### src/rtl/ps2_pkg.sv
// Shared types and constants for the PS/2 frame receiver.
package ps2_pkg;

    localparam int DATA_BITS          = 8;
    localparam int FRAME_BITS         = 11;
    localparam int SHIFT_BITS         = FRAME_BITS - 1;
    localparam int DEF_FILTER_LEN     = 4;
    localparam int DEF_TIMEOUT_CYCLES = 20000;

    typedef enum logic [1:0] {
        ST_IDLE  = 2'd0,
        ST_RECV  = 2'd1,
        ST_CHECK = 2'd2
    } ps2_state_e;

    // Shift register layout: [7:0] data LSB first, [8] parity, [9] stop.
    function automatic logic frame_ok(input logic [SHIFT_BITS-1:0] f);
        return (^f[DATA_BITS:0]) & f[SHIFT_BITS-1];
    endfunction

endpackage

### src/rtl/ps2_line_filter.sv
// Synchronizes the raw PS/2 lines and turns a debounced kb_clk fall into a one-cycle strobe.
module ps2_line_filter
    import ps2_pkg::*;
#(
    parameter int FILTER_LEN = DEF_FILTER_LEN
) (
    input  logic clk,
    input  logic reset_n,
    input  logic kb_clk,
    input  logic kb_data,
    output logic data_sync,
    output logic fe
);

    localparam int CW = $clog2(FILTER_LEN + 1);
    localparam logic [CW-1:0] CNT_LAST = CW'(FILTER_LEN - 1);

    logic          clk_s1_q, clk_s2_q, data_s1_q, data_s2_q;
    logic          level_q, level_d;
    logic [CW-1:0] cnt_q, cnt_d;
    logic          fe_q, fe_d;

    always_comb begin
        level_d = level_q;
        cnt_d   = '0;
        if (clk_s2_q != level_q) begin
            if (cnt_q == CNT_LAST) begin
                level_d = clk_s2_q;
            end else begin
                cnt_d = cnt_q + 1'b1;
            end
        end
        fe_d = level_q & ~level_d;
    end

    always_ff @(posedge clk) begin
        if (!reset_n) begin
            clk_s1_q  <= 1'b1;
            clk_s2_q  <= 1'b1;
            data_s1_q <= 1'b1;
            data_s2_q <= 1'b1;
            level_q   <= 1'b1;
            cnt_q     <= '0;
            fe_q      <= 1'b0;
        end else begin
            clk_s1_q  <= kb_clk;
            clk_s2_q  <= clk_s1_q;
            data_s1_q <= kb_data;
            data_s2_q <= data_s1_q;
            level_q   <= level_d;
            cnt_q     <= cnt_d;
            fe_q      <= fe_d;
        end
    end

    assign data_sync = data_s2_q;
    assign fe        = fe_q;

endmodule

### src/rtl/ps2_frame_receiver.sv
// PS/2 keyboard frame receiver: start/data/parity/stop capture, check and watchdog abort.
module ps2_frame_receiver
    import ps2_pkg::*;
#(
    parameter int FILTER_LEN     = DEF_FILTER_LEN,
    parameter int TIMEOUT_CYCLES = DEF_TIMEOUT_CYCLES
) (
    input  logic                 clk,
    input  logic                 reset_n,
    input  logic                 kb_clk,
    input  logic                 kb_data,
    output logic [DATA_BITS-1:0] scan_code,
    output logic                 scan_valid,
    output logic                 frame_err,
    output logic                 busy
);

    localparam int WD_W = $clog2(TIMEOUT_CYCLES);
    // Expire when the count is about to reach TIMEOUT_CYCLES-1, so the error
    // pulse lands TIMEOUT_CYCLES cycles after the last fe.
    localparam logic [WD_W-1:0] WD_LAST  = WD_W'(TIMEOUT_CYCLES - 2);
    localparam logic [3:0]      LAST_BIT = 4'(SHIFT_BITS - 1);

    logic data_sync, fe;

    ps2_line_filter #(
        .FILTER_LEN(FILTER_LEN)
    ) u_filter (
        .clk      (clk),
        .reset_n  (reset_n),
        .kb_clk   (kb_clk),
        .kb_data  (kb_data),
        .data_sync(data_sync),
        .fe       (fe)
    );

    ps2_state_e              state_q, state_d;
    logic [3:0]              bit_cnt_q, bit_cnt_d;
    logic [SHIFT_BITS-1:0]   shift_q, shift_d;
    logic [WD_W-1:0]         wd_q, wd_d;
    logic [DATA_BITS-1:0]    scan_code_q, scan_code_d;
    logic                    scan_valid_q, scan_valid_d;
    logic                    frame_err_q, frame_err_d;

    always_comb begin
        state_d      = state_q;
        bit_cnt_d    = bit_cnt_q;
        shift_d      = shift_q;
        wd_d         = wd_q;
        scan_code_d  = scan_code_q;
        scan_valid_d = 1'b0;
        frame_err_d  = 1'b0;
        case (state_q)
            ST_IDLE: begin
                if (fe && !data_sync) begin
                    state_d   = ST_RECV;
                    bit_cnt_d = '0;
                    wd_d      = '0;
                end
            end
            ST_RECV: begin
                if (fe) begin
                    shift_d   = {data_sync, shift_q[SHIFT_BITS-1:1]};
                    bit_cnt_d = bit_cnt_q + 1'b1;
                    wd_d      = '0;
                    if (bit_cnt_q == LAST_BIT) begin
                        state_d = ST_CHECK;
                    end
                end else if (wd_q == WD_LAST) begin
                    frame_err_d = 1'b1;
                    state_d     = ST_IDLE;
                    shift_d     = '0;
                    wd_d        = '0;
                end else begin
                    wd_d = wd_q + 1'b1;
                end
            end
            ST_CHECK: begin
                if (frame_ok(shift_q)) begin
                    scan_code_d  = shift_q[DATA_BITS-1:0];
                    scan_valid_d = 1'b1;
                end else begin
                    frame_err_d = 1'b1;
                end
                state_d = ST_IDLE;
                wd_d    = '0;
            end
            default: state_d = ST_IDLE;
        endcase
    end

    always_ff @(posedge clk) begin
        if (!reset_n) begin
            state_q      <= ST_IDLE;
            bit_cnt_q    <= '0;
            shift_q      <= '0;
            wd_q         <= '0;
            scan_code_q  <= '0;
            scan_valid_q <= 1'b0;
            frame_err_q  <= 1'b0;
        end else begin
            state_q      <= state_d;
            bit_cnt_q    <= bit_cnt_d;
            shift_q      <= shift_d;
            wd_q         <= wd_d;
            scan_code_q  <= scan_code_d;
            scan_valid_q <= scan_valid_d;
            frame_err_q  <= frame_err_d;
        end
    end

    assign scan_code  = scan_code_q;
    assign scan_valid = scan_valid_q;
    assign frame_err  = frame_err_q;
    assign busy       = (state_q == ST_RECV) || (state_q == ST_CHECK);

endmodule

### config.mk
export PLATFORM = sky130hd
export DESIGN_NAME = ps2_frame_receiver
export DESIGN_NICKNAME = d
export VERILOG_FILES = /design/src/rtl/ps2_pkg.sv /design/src/rtl/ps2_line_filter.sv /design/src/rtl/ps2_frame_receiver.sv
export SDC_FILE = /design/constraint.sdc
export NUM_CORES = 1
export LEC_CHECK = 0
export CAP_MARGIN = 30
export CORE_ASPECT_RATIO = 0.8
export CORE_MARGIN = 2
export CORE_UTILIZATION = 55
export DETAILED_ROUTE_END_ITERATION = 7
export PLACE_DENSITY = 0.86
export SLEW_MARGIN = 20
export SYNTH_ARGS = -nofsm -noshare
export SYNTH_HDL_FRONTEND = slang
export SYNTH_SLANG_ARGS = --single-unit
### constraint.sdc
create_clock -name clk -period 2.4 [get_ports clk]
set_input_delay 0.72 -clock clk [delete_from_list [all_inputs] [get_ports clk]]
set_output_delay 0.72 -clock clk [all_outputs]
set_load 0.005 [all_outputs]
==> results of run 1 <==
## state kept, by name, summed over array words and instances (netlist names)
| name | cells |
|---|---|
| u_filter.clk_s2_q | 1 |
| frame_err | 1 |
| u_filter.level_q | 1 |
| shift_q | 10 |
| u_filter.clk_s1_q | 1 |
| u_filter.cnt_q | 3 |
| scan_code | 8 |
| state_q | 2 |
| wd_q | 15 |
| u_filter.data_s1_q | 1 |
| scan_valid | 1 |
| u_filter.data_sync | 1 |
| bit_cnt_q | 4 |
| u_filter.fe | 1 |
## power by group through the flow
stage	logic (mW)	clock network, mW	registers, mW
final	0.0301	0.515	0.834
after global routing	0.0329	0.557	0.835
after CTS	0.0305	0.521	0.834
after detailed placement	0.0302	0	0.854
after global placement	0.0297	0	0.854
after floorplan	0.0181	0	0.853
## kinds of logic after synthesis
group	Yosys count
AOI/OAI and AO/OA	41
xor gates and xnor gates	19
adders and majority gates	9
buffers and inverters	23
DFF	50
muxes	3
and+or+nand+nor	107
## critical path, stage by stage (launching register included)
cell and delay [ns]:
dfxtp_1 0.38, inv_1 0.08, ha_1 0.34, clkdlybuf4s50_1 0.51
## cell type report
type | count | share of cell area
clock buffer | 6 | 0.0324
clock inverter | 2 | 0.00687
inverter | 12 | 0.0177
multi-input combinational | 179 | 0.454
sequential | 50 | 0.393
tap | 55 | 0.0270
timing repair buffer | 19 | 0.0697
## layout by cell type, fill, tap and decap left out, types with 3 or more instances in the layout
master,Yosys,routed
clkbuf_8,0,6
nor3_1,4,4
nand4b_1,4,4
inv_1,12,12
nor2_1,37,37
dfxtp_1,50,50
a21oi_1,5,5
buf_4,1,5
xor2_1,5,5
nand4_1,5,5
nor2b_1,4,4
ha_1,9,9
xnor2_1,12,12
o211ai_1,3,3
o21ai_0,14,14
a22oi_1,10,10
nand3_1,12,12
clkdlybuf4s50_1,0,14
nand2b_1,6,6
nand2_1,21,21
## metal layers
metal  track usage  vias up  part of all wire
li1              -      895                 -
met1         0.294      783              0.50
met2         0.298       45              0.43
met3        0.0475        9             0.051
met4        0.0702        0             0.018
met5             0        -                 0
## metrics by stage
step / worst slack [ns] / instance area (µm²) / util / power [mW]
2_1_floorplan: 0.519 / 2250 / - / 0.871
3_3_place_gp: 0.334 / 2450 / 0.636 / 0.883
3_5_place_dp: 0.227 / 2450 / 0.636 / 0.884
4_1_cts: 0.0799 / 2550 / 0.662 / 1.39
5_1_grt: 0.0210 / 2550 / 0.662 / 1.42
6_report: 0.0844 / 2550 / 0.662 / 1.38
## worst paths after layout
kind                                         to  slack, ns  cells past startpoint
setup / recovery                           busy       0.08                      3
hold / removal    u_filter.data_sync$_SDFF_PN1_       0.41                      1
setup reg to reg           wd_q[5]$_SDFFE_PN0P_       0.19                      6
hold reg to reg   u_filter.data_sync$_SDFF_PN1_       0.41                      1
==> flow_metrics.py, run 1 <==
metrics = {
    "pwr": {
        "combPwrFrac": 0.022,
        "switchingPower_uw": 298,
        "seqPwrFrac": 0.605,
        "p_leak_nw": 0.892,
        "p_int_mw": 1.08,
        "pwr-share-clk": 0.373,
        "vdd_drop_max_mv": 0.542,
        "swShare": 0.216,
        "cellPowerDensity_nw_per_um2": 541,
    },
    "global_routing": {
        "grt_pass1_wl_um": 7090,
        "gr-total-overflow": 0,
        "grt_max_degree": 32,
        "grt_use_total": 0.203,
        "antenna_found_initial": 0,
        "grt_pass1_vias": 1571,
    },
    "hold_path": {
        "min_from": "u_filter.data_s1_q$_SDFF_PN1_",
        "hp-class": "register to register",
    },
    "placed_design": {
        "finalWeightedCongestion": 0.870,
        "port_buffers": 14,
        "hpwlAfterDp_um": 3000,
        "post-place-cells": 315,
    },
    "timing": {
        "rsz0062_at_grt": "no",
        "relSlewSlack": 0.673,
        "slew_viol_final": 0,
        "hold_viol": 0,
        "fin_worst_skew_ns": 0.00959,
        "whs_ns": 0.411,
        "period_needed_ns": 2.32,
        "setup_viol": 0,
        "period_share": 0.965,
        "max_freq_mhz": 432,
        "tightest_slew_ns": 0.488,
        "tns_ns": 0,
    },
    "setup_path": {
        "crit_path_end_kind": "primary output",
        "arrival_ns": 1.60,
        "required_ns": 1.68,
        "crit_type": "register to primary output",
        "cp-startpoint": "state_q[0]$_SDFFE_PN0P_",
        "reg2reg_from": "wd_q[8]$_SDFFE_PN0P_",
        "critPathLaunchType": "register",
        "path_max_fanout": 3,
    },
    "clocking": {
        "cts.repair.resized": 0,
        "clock_latency_ns": 0.30,
        "cts-buffers-inserted": 5,
        "path_clk_slew_ns": 0.09,
        "cts_max_path_buffers": 2,
        "clock_sinks": 50,
        "postCtsHoldBufs": 0,
        "cts_root_buf": "clkbuf_8",
        "cts_tree": "done",
        "htree_num_levels": 2,
        "cts_setup_buffers": 0,
    },
    "synth": {
        "yosys-top-cells-area": "dfxtp_1 44%, nor2_1 6.2%, ha_1 5.0%, xnor2_1 4.7%, nand2_1 3.5%",
        "synth_edf_count": 0,
        "synthMuxAreaShare": 0.0150,
        "synth_nets": 265,
        "synth_simple_gate_area_frac": 0.244,
        "synth_seq_cells": 50,
        "syn_area_per_cell_um2": 8.93,
        "yosys.cell_types.count": 42,
        "synth_most_common_cell": "dfxtp_1",
        "synth-xor-area-share": 0.0862,
        "synth_compound_area_frac": 0.120,
        "synthArstFlopShare": 0,
        "synth_seq_area_share": 0.445,
        "synth_area_um2": 2250,
        "yosysWarnings": 0,
        "synth_top_family_by_area": "simple AND/OR/NAND/NOR gates",
        "synth_cells": 252,
        "synth_top_area_cell": "dfxtp_1",
        "synth_ff_type": "dfxtp_1",
        "synth_top_area_share": 0.445,
        "yosys-top-cells-count": "50 x dfxtp_1, 37 x nor2_1, 21 x nand2_1",
        "synth_fa_ha_area_frac": 0.0501,
    },
    "final_layout": {
        "multi_input_area_um2": 1160,
        "fin_cells": 323,
        "area_delta_synth_final_pct": 13.3,
        "fillers": 329,
        "layout-drive-gt1-share": 0.0709,
        "insertedDiodeCount": 0,
        "register_area_um2": 1000,
        "nNetsFinal": 280,
    },
    "die": {
        "rows": 20,
        "die_height_um": 61.2,
        "start_util": 0.584,
        "die_w_um": 75.5,
        "die-area_um2": 4620,
        "ios": 15,
        "core_um2": 3850,
    },
    "route": {
        "ant_nets": 0,
        "wl_um": 4180,
        "drt_iter0_drc": 177,
        "post_drt_via_cell_ratio": 5.36,
        "wl_per_cell_um": 12.9,
        "first_pass_iters": 4,
        "vias": 1732,
        "post-route-drc-count": 0,
    },
    "run": {
        "drv_cap": 0,
    },
    "status": {
        "status": "finished clean",
    },
}
(Power assumes the default switching activity.)
==> inputs of run 2 (changes only) <==
MAX_ROUTING_LAYER = met4   (was unset)
==> flow_metrics.py, run 2 (synthesis gave the netlist of run 1 again) <==
metrics = {
    "die": {
        "rows": 20,
        "die_height_um": 61.2,
        "ios": 15,
        "core_um2": 3850,
        "die_w_um": 75.5,
        "start_util": 0.584,
        "die-area_um2": 4620,
    },
    "final_layout": {
        "final_common_cell": "dfxtp_1",
        "layout_common_cells": "50 x dfxtp_1, 37 x nor2_1, 21 x nand2_1, 14 x o21ai_0, 14 x clkdlybuf4s50_1",
        "top_register": "wd_q",
        "largest_reg_flops": 15,
        "layout-drive-gt1-share": 0.0709,
        "insertedDiodeCount": 0,
        "area_delta_synth_final_pct": 13.3,
        "fin_cells": 323,
        "nNetsFinal": 280,
    },
    "hold_path": {
        "hold_depth": 1,
        "min_from": "u_filter.data_s1_q$_SDFF_PN1_",
        "hp-class": "register to register",
    },
    "setup_path": {
        "cp-startpoint": "state_q[0]$_SDFFE_PN0P_",
        "endpoint": "busy",
        "rr_endpoint": "wd_q[5]$_SDFFE_PN0P_",
        "reg2reg_from": "wd_q[8]$_SDFFE_PN0P_",
        "required_ns": 1.68,
        "arrival_ns": 1.60,
        "path_max_fanout": 3,
        "crit_path_end_kind": "primary output",
        "crit_type": "register to primary output",
        "r2r_setup_slack_ns": 0.19,
        "critPathLaunchType": "register",
        "ff2ff_path_depth": 6,
    },
    "pwr": {
        "vdd_drop_max_mv": 0.542,
        "p_leak_nw": 0.892,
        "cellPowerDensity_nw_per_um2": 541,
    },
    "clocking": {
        "cts_tree": "done",
        "cts_setup_buffers": 0,
        "postCtsHoldBufs": 0,
        "cts-buffers-inserted": 5,
        "clock_sinks": 50,
        "clock_latency_ns": 0.30,
        "cts_root_buf": "clkbuf_8",
        "path_clk_slew_ns": 0.09,
        "cts_max_path_buffers": 2,
        "cts.repair.resized": 0,
        "htree_num_levels": 2,
    },
    "placed_design": {
        "place_worst_setup_slack_ns": 0.227,
        "finalWeightedCongestion": 0.884,
        "port_buffers": 14,
        "post-place-cells": 315,
        "hpwlAfterDp_um": 3000,
    },
    "global_routing": {
        "grt_max_degree": 32,
        "grt_pass1_wl_um": 7100,
        "gr-usage-met3": 0.0475,
        "antenna_found_initial": 0,
        "met2_usage": 0.299,
        "grt_use_total": 0.210,
        "top_usage_layer": "met2",
        "grt_pass1_vias": 1571,
        "grt_use_met1": 0.294,
        "gr-total-overflow": 0,
    },
    "route": {
        "ant_nets": 0,
        "post_drt_via_cell_ratio": 5.36,
        "wl_um": 4190,
        "first_pass_iters": 4,
        "post-route-drc-count": 0,
        "wl_per_cell_um": 13.0,
        "vias": 1732,
        "drt_iter0_drc": 170,
    },
    "timing": {
        "period_share": 0.965,
        "fin_worst_skew_ns": 0.00947,
        "rsz0062_at_grt": "no",
        "tns_ns": 0,
        "max_freq_mhz": 432,
        "setup_viol": 0,
        "slew_viol_final": 0,
        "period_needed_ns": 2.32,
        "hold_viol": 0,
        "tightest_slew_ns": 0.487,
        "layout_setup_ws_ns": 0.0848,
        "relSlewSlack": 0.674,
    },
    "status": {
        "status": "finished clean",
    },
    "run": {
        "drv_cap": 0,
    },
}
-- run 2: cell counts in the layout (fill, tap and decap cells not counted) --
Identical to the previous run, type by type.
-- run 2: cell type report --
cell class,instances,area (µm²)
clock inverters,2,17.5
repair buffers,19,178
well taps,55,68.8
fillers,329,1300
multi-input cells,179,1160
inverters,12,45.0
clock buffers,6,82.6
flip-flops and latches,50,1000
-- run 2: how the worst min path moves through the flow --
stage / to / slack (ns)
4_1_cts: u_filter.data_sync$_SDFF_PN1_ / 0.41
2_1_floorplan: u_filter.clk_s2_q$_SDFF_PN1_ / 0.39
6_report: u_filter.data_sync$_SDFF_PN1_ / 0.41
5_1_grt: u_filter.data_sync$_SDFF_PN1_ / 0.43
3_3_place_gp: u_filter.clk_s2_q$_SDFF_PN1_ / 0.39
3_5_place_dp: u_filter.data_sync$_SDFF_PN1_ / 0.39
-- run 2: report_power, final --
part	switching (mW)	leakage, nW	internal, mW
clock	0.278	0.0514	0.238
sequential	0.00202	0.404	0.832
combinational	0.0188	0.437	0.0115
total	0.299	0.892	1.08
-- run 2: routing by layer --
metal,share of wire,vias up
met3,0.051,9
met1,0.51,785
met4,0.018,0
met2,0.43,43
li1,-,895
met5,0,-
-- run 2: per-stage QoR --
| step | power, mW | instance area (µm²) | hold WS, ns | util |
|---|---|---|---|---|
| floorplan | 0.871 | 2250 | 0.386 | - |
| detailed placement | 0.884 | 2450 | 0.393 | 0.636 |
| finish | 1.38 | 2550 | 0.411 | 0.662 |
| CTS | 1.39 | 2550 | 0.414 | 0.662 |
| global placement | 0.883 | 2450 | 0.388 | 0.636 |
| global route | 1.42 | 2550 | 0.427 | 0.662 |
-- run 2: critical path: stages (launching register included) --
cell             delay [ns]
dfxtp_1                0.38
inv_1                  0.08
ha_1                   0.34
clkdlybuf4s50_1        0.51
==> inputs of run 3 (changes only) <==
SETUP_SLACK_MARGIN = 0.02   (was unset)
==> results of run 3 <==
Final layout, timing and power as in run 2 (identical DEF).
